$ cat src/rtl/control_seq.sv
// Microcoded control sequencer for the 8-bit datapath: fetches, decodes and steps opcodes.
// Define CONTROL_SEQ_TRAP_EN to trap illegal opcodes into HALT with a sticky illegal flag.
module control_seq #(
    parameter int unsigned WIDTH_MAIN = 8
) (
    input  logic                  clk,
    input  logic                  reset,
    input  logic [WIDTH_MAIN-1:0] mem_in,
    input  logic                  flag_zero,
    output logic [3:0]            gp_assert_main,
    output logic [3:0]            gp_load_main,
    output logic [3:0]            gp_assert_lhs,
    output logic [3:0]            gp_assert_rhs,
    output logic                  const_load_mem,
    output logic                  const_assert_main,
    output logic                  mem_dir,
    output logic                  mem_assert_main,
    output logic                  alu_assert_main,
    output logic [3:0]            alu_operation,
    output logic                  xfer_loadlow_main,
    output logic                  xfer_loadhigh_main,
    output logic                  xfer_assert_xfer,
    output logic                  pcra0_assert_addr,
    output logic                  pcra0_inc,
    output logic                  pcra0_load_xfer,
    output logic                  halted,
    output logic                  illegal
);

    typedef enum logic [2:0] {
        StFetch,
        StExec,
        StImmWr,
        StJhi,
        StJld,
        StHalt
    } state_e;

    state_e                state_q, state_d;
    logic [WIDTH_MAIN-1:0] ir_q, ir_d;
    logic                  zf_q, zf_d;
    logic                  illegal_q, illegal_d;

    logic is_nop, is_hlt, is_jmp, is_jz, is_mov, is_ldi, is_alu;

    always_comb begin
        is_nop = (ir_q == 8'h00);
        is_hlt = (ir_q == 8'h01);
        is_jmp = (ir_q == 8'h02);
        is_jz  = (ir_q == 8'h03);
        is_mov = (ir_q[7:6] == 2'b01);
        is_ldi = (ir_q[7:6] == 2'b10);
        is_alu = (ir_q[7:4] == 4'b1100);
    end

    always_comb begin
        gp_assert_main     = 4'b0000;
        gp_load_main       = 4'b0000;
        gp_assert_lhs      = 4'b0000;
        gp_assert_rhs      = 4'b0000;
        const_load_mem     = 1'b0;
        const_assert_main  = 1'b0;
        mem_dir            = 1'b0;
        mem_assert_main    = 1'b0;
        alu_assert_main    = 1'b0;
        alu_operation      = 4'b0000;
        xfer_loadlow_main  = 1'b0;
        xfer_loadhigh_main = 1'b0;
        xfer_assert_xfer   = 1'b0;
        pcra0_assert_addr  = 1'b0;
        pcra0_inc          = 1'b0;
        pcra0_load_xfer    = 1'b0;
        state_d            = state_q;
        ir_d               = ir_q;
        zf_d               = zf_q;
        illegal_d          = illegal_q;

        // Reset masks every strobe in the cycle it is asserted; state is reloaded by always_ff.
        if (!reset) begin
            unique case (state_q)
                StFetch: begin
                    pcra0_assert_addr = 1'b1;
                    pcra0_inc         = 1'b1;
                    ir_d              = mem_in;
                    state_d           = StExec;
                end
                StExec: begin
                    if (is_nop) begin
                        state_d = StFetch;
                    end else if (is_hlt) begin
                        state_d = StHalt;
                    end else if (is_mov) begin
                        gp_assert_main[ir_q[3:2]] = 1'b1;
                        gp_load_main[ir_q[5:4]]   = 1'b1;
                        state_d                   = StFetch;
                    end else if (is_alu) begin
                        gp_assert_lhs[0] = 1'b1;
                        gp_assert_rhs[1] = 1'b1;
                        alu_operation    = ir_q[3:0];
                        alu_assert_main  = 1'b1;
                        gp_load_main[0]  = 1'b1;
                        state_d          = StFetch;
                    end else if (is_ldi) begin
                        pcra0_assert_addr = 1'b1;
                        const_load_mem    = 1'b1;
                        pcra0_inc         = 1'b1;
                        state_d           = StImmWr;
                    end else if (is_jmp || is_jz) begin
                        pcra0_assert_addr = 1'b1;
                        mem_dir           = 1'b1;
                        mem_assert_main   = 1'b1;
                        xfer_loadlow_main = 1'b1;
                        pcra0_inc         = 1'b1;
                        zf_d              = flag_zero;
                        state_d           = StJhi;
                    end else begin
`ifdef CONTROL_SEQ_TRAP_EN
                        illegal_d = 1'b1;
                        state_d   = StHalt;
`else
                        state_d   = StFetch;
`endif
                    end
                end
                StImmWr: begin
                    const_assert_main       = 1'b1;
                    gp_load_main[ir_q[5:4]] = 1'b1;
                    state_d                 = StFetch;
                end
                StJhi: begin
                    pcra0_assert_addr  = 1'b1;
                    mem_dir            = 1'b1;
                    mem_assert_main    = 1'b1;
                    xfer_loadhigh_main = 1'b1;
                    pcra0_inc          = 1'b1;
                    // ir[0] distinguishes JZ (0x03) from JMP (0x02).
                    state_d            = (!ir_q[0] || zf_q) ? StJld : StFetch;
                end
                StJld: begin
                    xfer_assert_xfer = 1'b1;
                    pcra0_load_xfer  = 1'b1;
                    state_d          = StFetch;
                end
                StHalt: begin
                    state_d = StHalt;
                end
                default: begin
                    state_d = StFetch;
                end
            endcase
        end
    end

    always_ff @(posedge clk) begin
        if (reset) begin
            state_q   <= StFetch;
            ir_q      <= '0;
            zf_q      <= 1'b0;
            illegal_q <= 1'b0;
        end else begin
            state_q   <= state_d;
            ir_q      <= ir_d;
            zf_q      <= zf_d;
            illegal_q <= illegal_d;
        end
    end

    assign halted  = (state_q == StHalt);
    assign illegal = illegal_q;

endmodule

$ cat config.mk
export PLATFORM = sky130hd
export DESIGN_NAME = control_seq
export DESIGN_NICKNAME = d
export VERILOG_FILES = /design/src/rtl/control_seq.sv
export SDC_FILE = /design/constraint.sdc
export NUM_CORES = 1
export LEC_CHECK = 0
export CAP_MARGIN = 15
export CORE_MARGIN = 1
export CORE_UTILIZATION = 25
export CTS_BUF_LIST = sky130_fd_sc_hd__clkbuf_8
export CTS_CLUSTER_SIZE = 10
export DETAILED_ROUTE_END_ITERATION = 16
export PLACE_DENSITY = 0.53
export SLEW_MARGIN = 25
export SYNTH_ARGS = -nofsm -noshare
export SYNTH_HDL_FRONTEND = slang
export SYNTH_SLANG_ARGS = --single-unit
export TNS_END_PERCENT = 100
$ cat constraint.sdc
create_clock -name clk -period 1.4 [get_ports clk]
set_input_delay 0.28 -clock clk [delete_from_list [all_inputs] [get_ports clk]]
set_output_delay 0.28 -clock clk [all_outputs]
set_load 0.03 [all_outputs]
==> impl_results.md, run 1 <==
* Outcome: finished with violations
* Failing checks: setup timing
* Clock skew at about 1.5 ps
* Worst EP arrival at roughly 1600 ps
* I/O pin total at 44
* Syn avg cell area at ~8.4 um2
* CP Launch Type: register
* Slowest stage delay, CP at 640 ps
* Pwr/cell area at ~770 mW/mm2
* H-tree depth at 1
* Critical Path RT at between 1000 and 1500 ps
* Slew Viols, Final at 0
* Total of warnings raised by yosys at 0
* Row count at 20
* Dpl cell area at about 0.0015 mm2
* RSZ-0062 raised after global routing: yes
* FF-to-FF setup slack at -150 ps
* Gr ovfl total at 0
* Syn Inst Count at around 100
* Max-Cap Viols at 0
* DIE WIDTH at between 60 and 70 um
* Clock buffer count from CTS at 3
* Terminus of the critical flop-to-flop path: state_q[0]$_SDFF_PP0_
* Maximum vdd drop at roughly 0.0005 V
* Synth Flop Type: dfxtp_1
* Hold Crit Start: reset
* Vias in the first global route at 876
* Crit-path cells: or4_4 -> nor4_4 -> buf_6
* Register area share after synthesis at between 20 and 30%
* Slowest CP cell: or4_4
* Design area at ~0.0017 mm2
* Post-synth ARST share at 0%
* Drt drc at 0
* Worst Path Class, Setup: register to output port
* Hold Fails Final Rpt at 0
* Min Clock Period, post-route at 1879 ps
* CTS max path bufs at 2
* Largest net degree at the start of global routing at 10
* CTS Sinks at 12
* Worst r2r path cells at 6
* DRT antenna net count at 0
* First-pass GRT wire length at between 4000 and 5000 um
* Die H at a little over 60 um
* Worst Path Max Fanout at 7
* Post-DP HPWL at 2033 um
* Core footprint at 0.003153 mm2
* EDFF count, synth at 0
* Final setup fails at 37
* Nets@finish at 178
* Share of cells above drive strength 1 at between 60% and 70%
* CTS tree: built
* Place WS at -616.3 ps
* WP buf/inv at 1
* Clock Pin Slew Worst Setup and Hold Paths at 50 ps
* Synth top area cells: dfxtp_1, buf_4, mux2i_1
* Delay-heaviest family, CP: simple AND/OR/NAND/NOR gates
* Post-synth top area share at about 28%
* Area grow syn2layout at 102.6%
* Mapped Area at roughly 860 um2
* Diode count at 0
* Static Leakage at around 0.76 nW
* Power Total at 1.341 mW
* Latest clock arrival within the worst-skew pair at ~240 ps
* Period utilization at 134.2%
* Initial drt markers at 15
* Via count at between 900 and 1000
* Routed length per instance at roughly 13 um
* Final wirelength at around 2800 um
* Antenna violations before repair at 0
* Drt pass-1 iters at 4
* Worst min-delay path category: primary input to register
* Minimum hold slack at roughly 460 ps
* Hold_buf cts at 0
* Crit. End Element: output port
* Post-route setup slack at -479.2 ps
* Synthesized flop and latch total at 12
* # fillers at 300
* Synth top cells by count: nor2_1, buf_4, dfxtp_1, mux2i_1
* Cell taking the most area after synthesis: dfxtp_1
* Synth unique cells at 33
* Vias per Instance at 4.464
* Root buffer cell: clkbuf_8
* Die area at 0.003682 mm2
* IO buf count at 36
* FMAX at roughly 530 MHz
* Most frequent cell after synthesis: nor2_1
* R2R Path Start: ir_q[4]$_SDFFE_PP0P_
* Final GP Congestion at 0.7884
* WHS Path Cells at 3
* Hold Path End: ir_q[2]$_SDFFE_PP0P_
* Effective utilization at floorplan at about 27%
* GRT Overall Usage at roughly 16%
[cell families after synthesis]
group / after synthesis / synth area share [%]
buffers and inverters: 22 / 18.17
muxes: 8 / 9.303
other: 1 / 0.4356
and+or+nand+nor: 48 / 33.72
DFF: 12 / 27.91
AOI/OAI and AO/OA: 12 / 10.47
[per-stage QoR]
stage	cells	TNS, ps	util [%]
2_1_floorplan	109	-4244	-
3_3_place_gp	200	-11500	46.23
3_5_place_dp	200	-12070	46.23
4_1_cts	205	-10030	51.67
5_1_grt	209	-11790	55.32
6_report	209	-9545	55.32
[registers in the layout, indices dropped and copies added (netlist names)]
register,count
state_q,3
ir_q,8
zf_q,1
[worst max-delay path by stage]
stage / startpoint / endpoint / slack (ps) / cells past startpoint
6_report: state_q[2]$_SDFF_PP0_ / gp_assert_main[1] / -480 / 3
5_1_grt: state_q[2]$_SDFF_PP0_ / gp_assert_main[1] / -520 / 3
4_1_cts: state_q[2]$_SDFF_PP0_ / gp_assert_main[1] / -490 / 3
3_5_place_dp: reset / gp_assert_main[1] / -620 / 4
3_3_place_gp: reset / gp_assert_main[2] / -570 / 4
2_1_floorplan: state_q[0]$_SDFF_PP0_ / gp_assert_main[0] / -330 / 5
[report_power, final]
| group | total [mW] | switching (mW) | internal [mW] |
|---|---|---|---|
| combinational | 0.610 | 0.305 | 0.305 |
| sequential | 0.411 | 0.0377 | 0.374 |
| clock | 0.320 | 0.130 | 0.190 |
| total | 1.34 | 0.473 | 0.868 |
[final cells by class]
type | count | area (um2) | share of cell area, %
clock buffer | 3 | 41.29 | 2.367
inverter | 5 | 21.27 | 1.220
multi-input combinational | 75 | 735.7 | 42.18
tap | 44 | 55.05 | 3.156
sequential | 12 | 251.5 | 14.42
timing repair buffer | 70 | 639.4 | 36.66
[worst register-to-register path, delay by kind of cell (launching register included)]
family,cells,cell delay (ps)
simple gates,1,330
buf+inv,3,390
compound gates,2,380
flops,1,340
[repair_timing]
item,4_1_cts,5_1_grt
setup endpoints to repair,27,36
buffers inserted,4,6
gates resized for setup,33,21
pin swaps,5,11
[layout by cell type (no fill, tap or decap), types with 4 or more instances in the layout]
cell | netlist | layout
and2_2 | 0 | 4
buf_4 | 13 | 35
buf_6 | 3 | 25
clkdlybuf4s50_1 | 0 | 9
conb_1 | 1 | 7
dfxtp_1 | 12 | 7
mux2i_1 | 8 | 8
nor2_1 | 15 | 12
nor4_4 | 1 | 5
[metal layers]
layer	wire, um	track usage (%)	vias to the layer above
met5	0	0	-
met4	43	8.766	0
met1	1204	20.23	429
li1	-	-	472
met3	84	1.919	4
met2	1480	26.06	28
Power figures use the tool's default switching activity.
==> run 2, diff against run 1 <==
--- a/config.mk
+++ b/config.mk
@@ -11,8 +11,8 @@
 export CTS_BUF_LIST = sky130_fd_sc_hd__clkbuf_8
 export CTS_CLUSTER_SIZE = 10
 export DETAILED_ROUTE_END_ITERATION = 16
-export PLACE_DENSITY = 0.53
-export SLEW_MARGIN = 25
+export PLACE_DENSITY = 0.51
+export SLEW_MARGIN = 20
 export SYNTH_ARGS = -nofsm -noshare
 export SYNTH_HDL_FRONTEND = slang
 export SYNTH_SLANG_ARGS = --single-unit
==> constraint.sdc (replaced) <==
create_clock -name clk -period 2.3 [get_ports clk]
set_input_delay 0.46 -clock clk [delete_from_list [all_inputs] [get_ports clk]]
set_output_delay 0.46 -clock clk [all_outputs]
set_load 0.03 [all_outputs]
==> run 2 against run 1 <==
Against the previous run:
- the run now ends clean
- routed wire length shrank 20%
- clock power shrank 41%
- global-route usage shrank 3.3 points
- power shrank 52%
- worst setup slack gained 590 ps
- combinational power shrank 69%
- core utilization shrank 17 points
- critical path depth is the same
- count of clock-buffer cells in the layout is the same
- worst hold slack gained 77 ps
- register-to-register slack gained 1000 ps
- sequential share of layout area grew 5.8 points
- largest cell class unchanged
==> impl_results.md, run 2 (same netlist as run 1, synthesis figures left out) <==
* Post-route setup slack at 113.3 ps (+592.5 ps)
* Min Clock Period, post-route at around 2200 ps
* Commonest non-fill, non-tap cell in the layout: buf_4
* Post-Place Cells at 175 (-13%)
* Post-CTS Setup Bufs at 0 (-4)
* CP Launch Type: register
* Largest register FFs at 8 (unchanged)
* Period utilization at between 90% and 100%
* Top Registers: ir_q x8, state_q x3, zf_q x1
* Delay-heaviest family, CP: buffers and inverters
* Slew Viols, Final at 0 (unchanged)
* Maximum vdd drop at 0.0001736 V (-65%)
* Worst Path Class, Setup: register to output port
* Worst slew pin tran at around 590 ps
* Routed length per instance at 12.63 um (-6.1%)
* Largest net degree at the start of global routing at 11 (+1)
* Slew HR at 60.43%
* Most frequent cells in the layout: buf_4, nor2_1, clkdlybuf4s50_1, dfxtp_1, mux2i_1
* WP buf/inv at 1 (unchanged)
* DIE WIDTH at 60.68 um (unchanged)
* Post-DP HPWL at 1704 um (-16%)
* Clock buffer count from CTS at 3 (unchanged)
* Latest clock arrival within the worst-skew pair at 230 ps (about the same)
* Slowest stage delay, CP at 670 ps (+30 ps)
* First-pass GRT wire length at 3339 um (-20%)
* Gr ovfl total at 0 (unchanged)
* Via count at 803 (-14%)
* CTS max path bufs at 2 (unchanged)
* Root buffer cell: clkbuf_8
* Place WS at -77.66 ps (+538.6 ps)
* FMAX at between 400 and 500 MHz
* Worst EP arrival at 1730 ps (+130 ps)
* Antenna violations before repair at 0 (unchanged)
* Design area at 0.001200 mm2 (-31%)
* GRT Overall Usage at 12.54% (-3.3 points)
* Critical Path RT at 1840 ps (+720 ps)
* # fillers at 342 (+14%)
* I/O pin total at 44 (unchanged)
* Top reg by flops: ir_q
* Worst Path Max Fanout at 10 (+3)
* Worst min-delay path category: register to register
* CTS tree: built
* Die area at 0.003682 mm2 (unchanged)
* Row count at 20 (unchanged)
* Area grow syn2layout at 39.39%
* Vias per Instance at 4.511 (+1.1%)
* Clock Pin Slew Worst Setup and Hold Paths at 50 ps (about the same)
* Drt pass-1 iters at 4 (unchanged)
* Diode count at 0 (unchanged)
* Nets@finish at 147 (-17%)
* DRT antenna net count at 0 (unchanged)
* Crit. End Element: output port
* Dpl cell area at 0.001124 mm2 (-23%)
* Final GP Congestion at 0.7387 (-6.3%)
* Share of cells above drive strength 1 at 32.84% (-31 points)
* Outcome: finished, final reports clean
* Fin Setup TNS at 0 ps (+9545 ps)
* Drt drc at 0 (unchanged)
* Pwr/cell area at 534.3 mW/mm2 (-31%)
* Multi-input logic area at 520.5 um2 (-29%)
* H-tree depth at 1 (unchanged)
* Slowest CP cell: clkdlybuf4s50_1
* Core footprint at 0.003153 mm2 (unchanged)
* Layout Cells excl Fill at 178 (-15%)
* Hold Fails Final Rpt at 0 (unchanged)
* IO buf count at 36 (unchanged)
* Effective utilization at floorplan at 27.30% (unchanged)
* Die H at 60.68 um (unchanged)
* Clock skew at 0.9689 ps (-0.5625 ps)
* Vias in the first global route at 694 (-21%)
* Static Leakage at 0.5221 nW (-31%)
* Initial drt markers at 21 (+6)
* Max-Cap Viols at 0 (unchanged)
* Sequential cell area at 242.7 um2 (-3.5%)
* Final setup fails at 0 (-100%)
* CTS Sinks at 12 (unchanged)
* Final core occ at 38.06% (-17 points)
* Crit-path cells: nand2_1 -> nor2_1 -> clkdlybuf4s50_1
* Final wirelength at 2249 um (-20%)
## run 2: changes by cell type in the layout (fill, tap and decap cells not counted), moves of 3 or more
cell | previous run | this run
and2_1 | 0 | 4
and2_2 | 4 | 0
buf_4 | 35 | 28
buf_6 | 25 | 0
dfxtp_1 | 7 | 10
nand2_1 | 2 | 5
nor2_1 | 12 | 15
nor3b_1 | 1 | 4
nor3b_4 | 3 | 0
nor4_2 | 1 | 4
nor4_4 | 5 | 1
## run 2: tightest hold or removal path, cell delays in order, from the launching register on
cell      delay (ps)
dfxtp_1          340
nand4_1           80
a311oi_1          80
## run 2: final timing paths
check / from / to / slack (ps) / depth (start not counted)
max: state_q[2]$_SDFF_PP0_ / halted / 110 / 3
min: ir_q[0]$_SDFFE_PP0P_ / state_q[2]$_SDFF_PP0_ / 540 / 2
max reg2reg: ir_q[6]$_SDFFE_PP0P_ / state_q[0]$_SDFF_PP0_ / 860 / 3
min reg2reg: ir_q[0]$_SDFFE_PP0P_ / state_q[2]$_SDFF_PP0_ / 540 / 2
## run 2: layout make-up
cell class                      count  area share (%)
Clock buffer                        3           3.441
Inverter                            5           1.773
Tap cell                           44           4.588
Timing Repair Buffer               39           26.59
Multi-Input combinational cell     75           43.38
Sequential cell                    12           20.23
## run 2: what timing repair did
item / in CTS / in global routing
pin swaps: 1 / 1
endpoints found under the hold margin: 0 / 0
endpoints found under the setup margin: 8 / 4
hold buffers: 0 / 0
gates resized for setup: 7 / 3
## run 2: metal layers
layer	global-route usage, %	vias to the layer above	part of all wire [%]
met5	0	-	0
met4	4.870	0	0
met3	1.919	0	4.8
met2	21.66	28	48
met1	15.65	369	47
li1	-	406	-
## run 2: stage by stage
step / hold slack, ps / total power, mW
6_report: 539.8 / 0.6411
5_1_grt: 576.8 / 0.6784
4_1_cts: 539.8 / 0.6449
3_5_place_dp: 532.3 / 0.4481
3_3_place_gp: 534.2 / 0.4474
2_1_floorplan: 494.6 / 0.4075
## run 2: power by group
part / leakage [nW] / internal [mW] / switching (mW) / total (mW)
sequential: 0.0996 / 0.227 / 0.0358 / 0.263
clock: 0.0216 / 0.115 / 0.0738 / 0.189
combinational: 0.401 / 0.0821 / 0.107 / 0.190
total: 0.522 / 0.424 / 0.217 / 0.641
